==> src/rtl/word_packer.sv <==
// Packs LANES items of IN_WIDTH bits from a first-word-fall-through FIFO into one output word,
// with a flush request that emits a partial word tagged with its lane count.
module word_packer #(
   parameter int IN_WIDTH  = 8,
   parameter int LANES     = 8,
   parameter int LSB_FIRST = 1
) (
   input  logic                       clk_pll,
   input  logic                       reset,
   input  logic [IN_WIDTH-1:0]        fifo_data,
   input  logic                       fifo_empty,
   output logic                       fifo_pop,
   input  logic                       flush,
   output logic [IN_WIDTH*LANES-1:0]  out_data,
   output logic [$clog2(LANES+1)-1:0] out_count,
   output logic                       out_last,
   output logic                       out_valid,
   input  logic                       out_ready
);
   localparam int OW = IN_WIDTH * LANES;
   localparam int CW = $clog2(LANES + 1);
   localparam int NW = $clog2(LANES);
   localparam logic [NW-1:0] LAST = NW'(LANES - 1);

   logic [OW-1:0] asm_q, asm_d;
   logic [NW-1:0] cnt_q, cnt_d;
   logic          flush_pq, flush_pd;
   logic [OW-1:0] out_data_q, out_data_d;
   logic [CW-1:0] out_count_q, out_count_d;
   logic          out_last_q, out_last_d;
   logic          out_valid_q, out_valid_d;
   logic          out_free;
   int            lane;

   // The last lane may only be popped when the finished word has somewhere to go.
   assign out_free = !out_valid_q || out_ready;
   assign fifo_pop = !reset && !fifo_empty && !flush_pq && (cnt_q != LAST || out_free);

   always_comb begin
      asm_d       = asm_q;
      cnt_d       = cnt_q;
      flush_pd    = flush_pq;
      out_data_d  = out_data_q;
      out_count_d = out_count_q;
      out_last_d  = out_last_q;
      out_valid_d = out_valid_q;
      lane        = 0;

      if (out_valid_q && out_ready) begin
         out_valid_d = 1'b0;
      end

      if (fifo_pop) begin
         lane = (LSB_FIRST != 0) ? int'(cnt_q) : (LANES - 1 - int'(cnt_q));
         asm_d[lane*IN_WIDTH +: IN_WIDTH] = fifo_data;
         if (cnt_q == LAST) begin
            out_data_d  = asm_d;
            out_count_d = CW'(LANES);
            out_last_d  = 1'b0;
            out_valid_d = 1'b1;
            cnt_d       = '0;
            asm_d       = '0;
         end else begin
            cnt_d = cnt_q + NW'(1);
         end
      end

      // A pending flush blocks pops, so asm/cnt are stable until the output frees up.
      if (flush_pq) begin
         if (out_free) begin
            if (cnt_q != '0) begin
               out_data_d  = asm_q;
               out_count_d = CW'(cnt_q);
               out_last_d  = 1'b1;
               out_valid_d = 1'b1;
            end
            cnt_d    = '0;
            asm_d    = '0;
            flush_pd = 1'b0;
         end
      end else if (flush) begin
         flush_pd = 1'b1;
      end
   end

   always_ff @(posedge clk_pll) begin
      if (reset) begin
         asm_q       <= '0;
         cnt_q       <= '0;
         flush_pq    <= 1'b0;
         out_data_q  <= '0;
         out_count_q <= '0;
         out_last_q  <= 1'b0;
         out_valid_q <= 1'b0;
      end else begin
         asm_q       <= asm_d;
         cnt_q       <= cnt_d;
         flush_pq    <= flush_pd;
         out_data_q  <= out_data_d;
         out_count_q <= out_count_d;
         out_last_q  <= out_last_d;
         out_valid_q <= out_valid_d;
      end
   end

   assign out_data  = out_data_q;
   assign out_count = out_count_q;
   assign out_last  = out_last_q;
   assign out_valid = out_valid_q;

endmodule
==> config.mk <==
export PLATFORM = sky130hd
export DESIGN_NAME = word_packer
export DESIGN_NICKNAME = d
export VERILOG_FILES = /design/src/rtl/word_packer.sv
export SDC_FILE = /design/constraint.sdc
export NUM_CORES = 1
export LEC_CHECK = 0
export ABC_AREA = 1
export BUFFER_PORTS_ARGS = -buffer_cell sky130_fd_sc_hd__buf_4
export CORE_MARGIN = 10
export CORE_UTILIZATION = 45
export CTS_BUF_LIST = sky130_fd_sc_hd__clkbuf_4 sky130_fd_sc_hd__clkbuf_8 sky130_fd_sc_hd__clkbuf_16
export DETAILED_ROUTE_END_ITERATION = 7
export PLACE_DENSITY_LB_ADDON = 0.1
export REMOVE_ABC_BUFFERS = 1
export SYNTH_ARGS = -nofsm -noshare
export SYNTH_HDL_FRONTEND = slang
export SYNTH_SLANG_ARGS = --single-unit
==> constraint.sdc <==
create_clock -name clk_pll -period 2.5 [get_ports clk_pll]
set_input_delay 0.375 -clock clk_pll [delete_from_list [all_inputs] [get_ports clk_pll]]
set_output_delay 0.375 -clock clk_pll [all_outputs]
set_load 0.03 [all_outputs]
== Word level (Yosys, flattened, before mapping) ==
Index checks and enable logic that the tools add are counted.

* Register bits after elaboration: 138
* Output and inout bits: 71

* Add/subtract/negate cells: 2
* Eq/ne operators: 2
* Shift-type cells: 2
* Muxes and demuxes: 33
* Reductions and logical operators: 11

{| class="wikitable"
|+ Operators by type and width
! kind !! count
|-
| $mux 64 || 9
|-
| $bwmux 64 || 1
|-
| $shift 8x33->64 const A || 1
|-
| $shiftx 8x33->64 || 1
|-
| $neg 6->33 || 1
|-
| $mux 4 || 5
|-
| $mux 1 || 14
|-
| $mux 3 || 4
|-
| $logic_and 1x1->1 || 4
|-
| $logic_not 1->1 || 4
|-
| $add 3x1->3 const B || 1
|-
| $eq 3x3->1 const B || 1
|-
| $ne 3x3->1 const B || 1
|-
| $reduce_bool 3->1 || 1
|-
| $logic_or 1x1->1 || 2
|}

== Longest topological paths before layout ==
* Depth in word-level cells: 8
* Mapped depth: 12

== Least setup slack after synthesis ==
OpenSTA, ideal clock, no wires.

* Path type: flip-flop to flip-flop
* Start: register cnt_q[0]
* End: register asm_q[4]
* Arrival time: 1.882 ns
* Data required time: 2.378 ns
* Setup slack: 0.495 ns
* Stages on the path, launching flop included: 11
* Clock period less this slack: 2.005 ns
* Cell sequence: dfxtp_1 buf_4 inv_4 ha_1 ha_1 buf_2 nor3_2 nand2_1 clkbuf_1 o211ai_1 a21oi_1

* Longest elaborated chain between the ends: 7

{| class="wikitable"
|+ Ends and longest elaborated chain
! item !! RTL line !! text
|-
| from (decl) || 26 || <nowiki>logic [NW-1:0] cnt_q, cnt_d;</nowiki>
|-
| from (signal assigned) || 97 || <nowiki>cnt_q <= cnt_d;</nowiki>
|-
| $neg 6->33 || 55 || <nowiki>asm_d[lane*IN_WIDTH +: IN_WIDTH] = fifo_data;</nowiki>
|-
| $shiftx 8x33->64 or $shift 8x33->64 (tied branches) || 55 ||
|-
| $bwmux 64 || 55 ||
|-
| $mux 64 || 56 || <nowiki>if (cnt_q == LAST) begin</nowiki>
|-
| $mux 64 (*) || 53 || <nowiki>if (fifo_pop) begin</nowiki>
|-
| $mux 64 || 70 || <nowiki>if (out_free) begin</nowiki>
|-
| $mux 64 (*) || 69 || <nowiki>if (flush_pq) begin</nowiki>
|-
| to (signal assigned) || 96 || <nowiki>asm_q <= asm_d;</nowiki>
|-
| to (decl) || 25 || <nowiki>logic [OW-1:0] asm_q, asm_d;</nowiki>
|}

Mark *: on every way between the ends. The rest lies on a longest branch, timed or not.
A chain may end at the register's enable or synchronous reset.

== Worst setup path in the final report ==
* Start: register cnt_q[0]
* End: output fifo_pop

* Longest elaborated chain between the ends: 3

{| class="wikitable"
|+ Ends and longest elaborated chain
! item !! RTL line !! text
|-
| $ne 3x3->1 || 37 || <nowiki>assign fifo_pop = !reset && !fifo_empty && !flush_pq && (cnt_q != LAST || out_free);</nowiki>
|-
| $logic_or 1x1->1 || 37 ||
|-
| $logic_and 1x1->1 || 37 ||
|-
| to (decl) || 12 || <nowiki>output logic fifo_pop,</nowiki>
|}

No other way between the ends.

==> run summary <==
period utilization: 0.934
Initial Util: 0.463
WS Path Type: reg -> out
Clock Root Buffer: clkbuf_16
Skew-Pair Late Insertion Delay: 0.43 ns
port buffer count: 83
mapped cell area: 0.00650 mm^2
number of nets with antenna violations after routing: 0
sequential share of the synthesized area: 0.425
Req. time, crit path: 2.12 ns
CTS H-Tree Depth: 4
routed len/inst: 17.9 um
number of synthesized flops with an enable pin: 0
CP Capture Type: output pin
via density per instance: 5.84
unique cell type count in the Yosys netlist: 35
DIE AREA: 0.0197 mm^2
Final min period: 2.33 ns
Mean Syn Cell Area: 7.42 um^2
status: finished clean
CTS tree: built
Layout area overhead: 20.4%
initial antenna violation count: 0
Final GP Congestion: 0.793
largest net degree at the start of global routing: 73
top_reg_cell synth: dfxtp_1
final core occ: 0.558
Post-synth top cells: a21oi_1 (191), nand2_1 (139), dfxtp_1 (138), nand3_1 (134), o21ai_0 (68)
CTS buffer count: 17
crit path DAT: 1.96 ns
relative slew slack: 0.521
P_leak: 2.81 nW
vias post-DR: 6556
switch share: 0.266
async set or reset register ratio after synthesis: 0
Switch Pwr: 1.43 mW
fin worst setup slack: 0.165 ns
share of the synthesized area in the top cell type: 0.425
flops & latches, synth: 138
CTS Hold Buffers Added: 0
Pwr Density: 684 mW/mm^2
DRT Pass-1 Iters: 5
core box area: 0.0140 mm^2
DRC: 0
Remaining Overflow, GRT: 0
final wirelength: 20100 um
Final setup violation count: 0
IR drop worst, VDD: 469 uV
power share of the sequential group: 0.431
worst hold path class: in -> reg
IO Count: 84
HPWL Detailed: 12200 um
Sink Count: 138
Final Skew: 0.0157 ns
GRT Total Usage: 0.200
filler instances: 1301
crit path launch type: flip-flop
Die Span Y: 140 um
diode count: 0
vias in the first global route: 6370
share of layout cells above drive strength 1: 0.194
row cnt: 43
RSZ-0062 raised after global routing: false
Clock Power Share: 0.437
Yosys top cell by area: dfxtp_1
Post-Syn Instances: 877
achievable frequency: 428 MHz
Post-layout nets: 950
final max-slew violation count: 0
crit-path max FO: 8
P_int: 3.93 mW
initial DRC count: 566
CTS max path bufs: 2
endpoints failing hold: 0
Synth Warn #: 0
Worst Setup Slack post-DPL: 0.138 ns
clock-pin slew on the worst setup and hold paths: 0.06 ns
first-pass GRT wire length: 32700 um
actual slew at the worst max-slew pin: 0.719 ns
Synth area leaders: dfxtp_1 (42%), a21oi_1 (15%), nand3_1 (10%), nand2_1 (8.0%), o21ai_0 (5.2%)
maxcap violations: 0
Comb power frac: 0.132
die width: 140 um
most frequent cell after synthesis: a21oi_1
[metrics by stage]
| step | total power, mW | instance area (um^2) | hold slack, ns | setup TNS [ns] | cells |
|---|---|---|---|---|---|
| detailed placement | 3.05 | 7250 | 0.455 | 0 | 1091 |
| finish | 5.36 | 7830 | 0.148 | 0 | 1122 |
| CTS | 5.39 | 7800 | 0.142 | 0 | 1120 |
| global route | 5.56 | 7830 | 0.142 | 0 | 1122 |
| global placement | 3.04 | 7250 | 0.455 | 0 | 1091 |
| floorplan | 2.77 | 6160 | 0.444 | -108.31 | 809 |
[worst max-delay path, stage by stage, from the launching register on]
cell	delay, ns
dfxtp_1	0.37
buf_4	0.18
ha_1	0.16
ha_1	0.30
inv_2	0.08
o21ai_4	0.17
inv_1	0.10
buf_4	0.18
[layout by cell type, fill, tap and decap left out, drive strengths merged]
| cell | synthesis | routed |
|---|---|---|
| clkinv | 3 | 5 |
| a31oi | 1 | 1 |
| nor3 | 2 | 2 |
| ha | 5 | 5 |
| buf | 28 | 104 |
| nand3 | 136 | 136 |
| nand4 | 2 | 2 |
| o211ai | 17 | 17 |
| o21bai | 24 | 24 |
| inv | 20 | 20 |
| a22oi | 1 | 1 |
| nand3b | 1 | 1 |
| o21ai | 73 | 73 |
| nor2 | 26 | 26 |
| a211oi | 1 | 1 |
| nand2 | 140 | 140 |
| a21oi | 191 | 191 |
| dfxtp | 138 | 138 |
| clkbuf | 40 | 27 |
| or2 | 28 | 28 |
[flip-flops by register name, summed over array words and instances, names as in the netlist]
signal,cells
out_valid,1
asm_q,64
out_count,4
out_last,1
out_data,64
cnt_q,3
flush_pq,1
[power by group through the flow]
stage | sequential, mW | clock, mW | combinational (mW)
detailed placement | 2.36 | 0 | 0.699
global route | 2.32 | 2.47 | 0.770
global placement | 2.35 | 0 | 0.690
finish | 2.31 | 2.34 | 0.705
CTS | 2.31 | 2.37 | 0.701
floorplan | 2.45 | 0 | 0.316
[timing repair]
item                                    4_1_cts  5_1_grt
resized for setup                             0        1
endpoints found under the setup margin        0       24
hold endpoints to repair                      0        0
buffers inserted                              0        2
[routing by layer]
metal / vias up / global-route usage / part of all wire / wire length, um
met1: 3111 / 0.238 / 0.42 / 8480
met5: - / 0 / 0 / 0
met3: 31 / 0.0497 / 0.077 / 1540
li1: 3162 / - / - / -
met2: 252 / 0.335 / 0.48 / 9730
met4: 0 / 0.0804 / 0.019 / 375
[final timing paths]
| kind | from | end | slack [ns] | depth (start not counted) |
|---|---|---|---|---|
| setup / recovery | cnt_q[0] | fifo_pop | 0.17 | 7 |
| hold / removal | reset | out_valid | 0.15 | 2 |
| setup reg to reg | cnt_q[1] | asm_q[18] | 0.22 | 8 |
| hold reg to reg | out_count[1] | out_count[1] | 0.46 | 2 |
[cell families after synthesis]
group / after synthesis / share of synthesized area
AO/OA/AOI/OAI: 308 / 0.254
AND/OR/NAND/NOR: 335 / 0.245
flip-flops: 138 / 0.425
adder cells (fa/ha/maj): 5 / 0.00962
buffers and inverters: 91 / 0.0664
[area by class of cell]
class                      count  area [um^2]  share of cell area
multi-input combinational    648         3340               0.426
timing repair buffer         104          868               0.111
clock inverter                 2         10.0             0.00128
inverter                      23         90.1              0.0115
clock buffer                  27          538              0.0687
sequential                   138         2760               0.353
tap                          180          225              0.0288
Power figures use the tool's default switching activity.
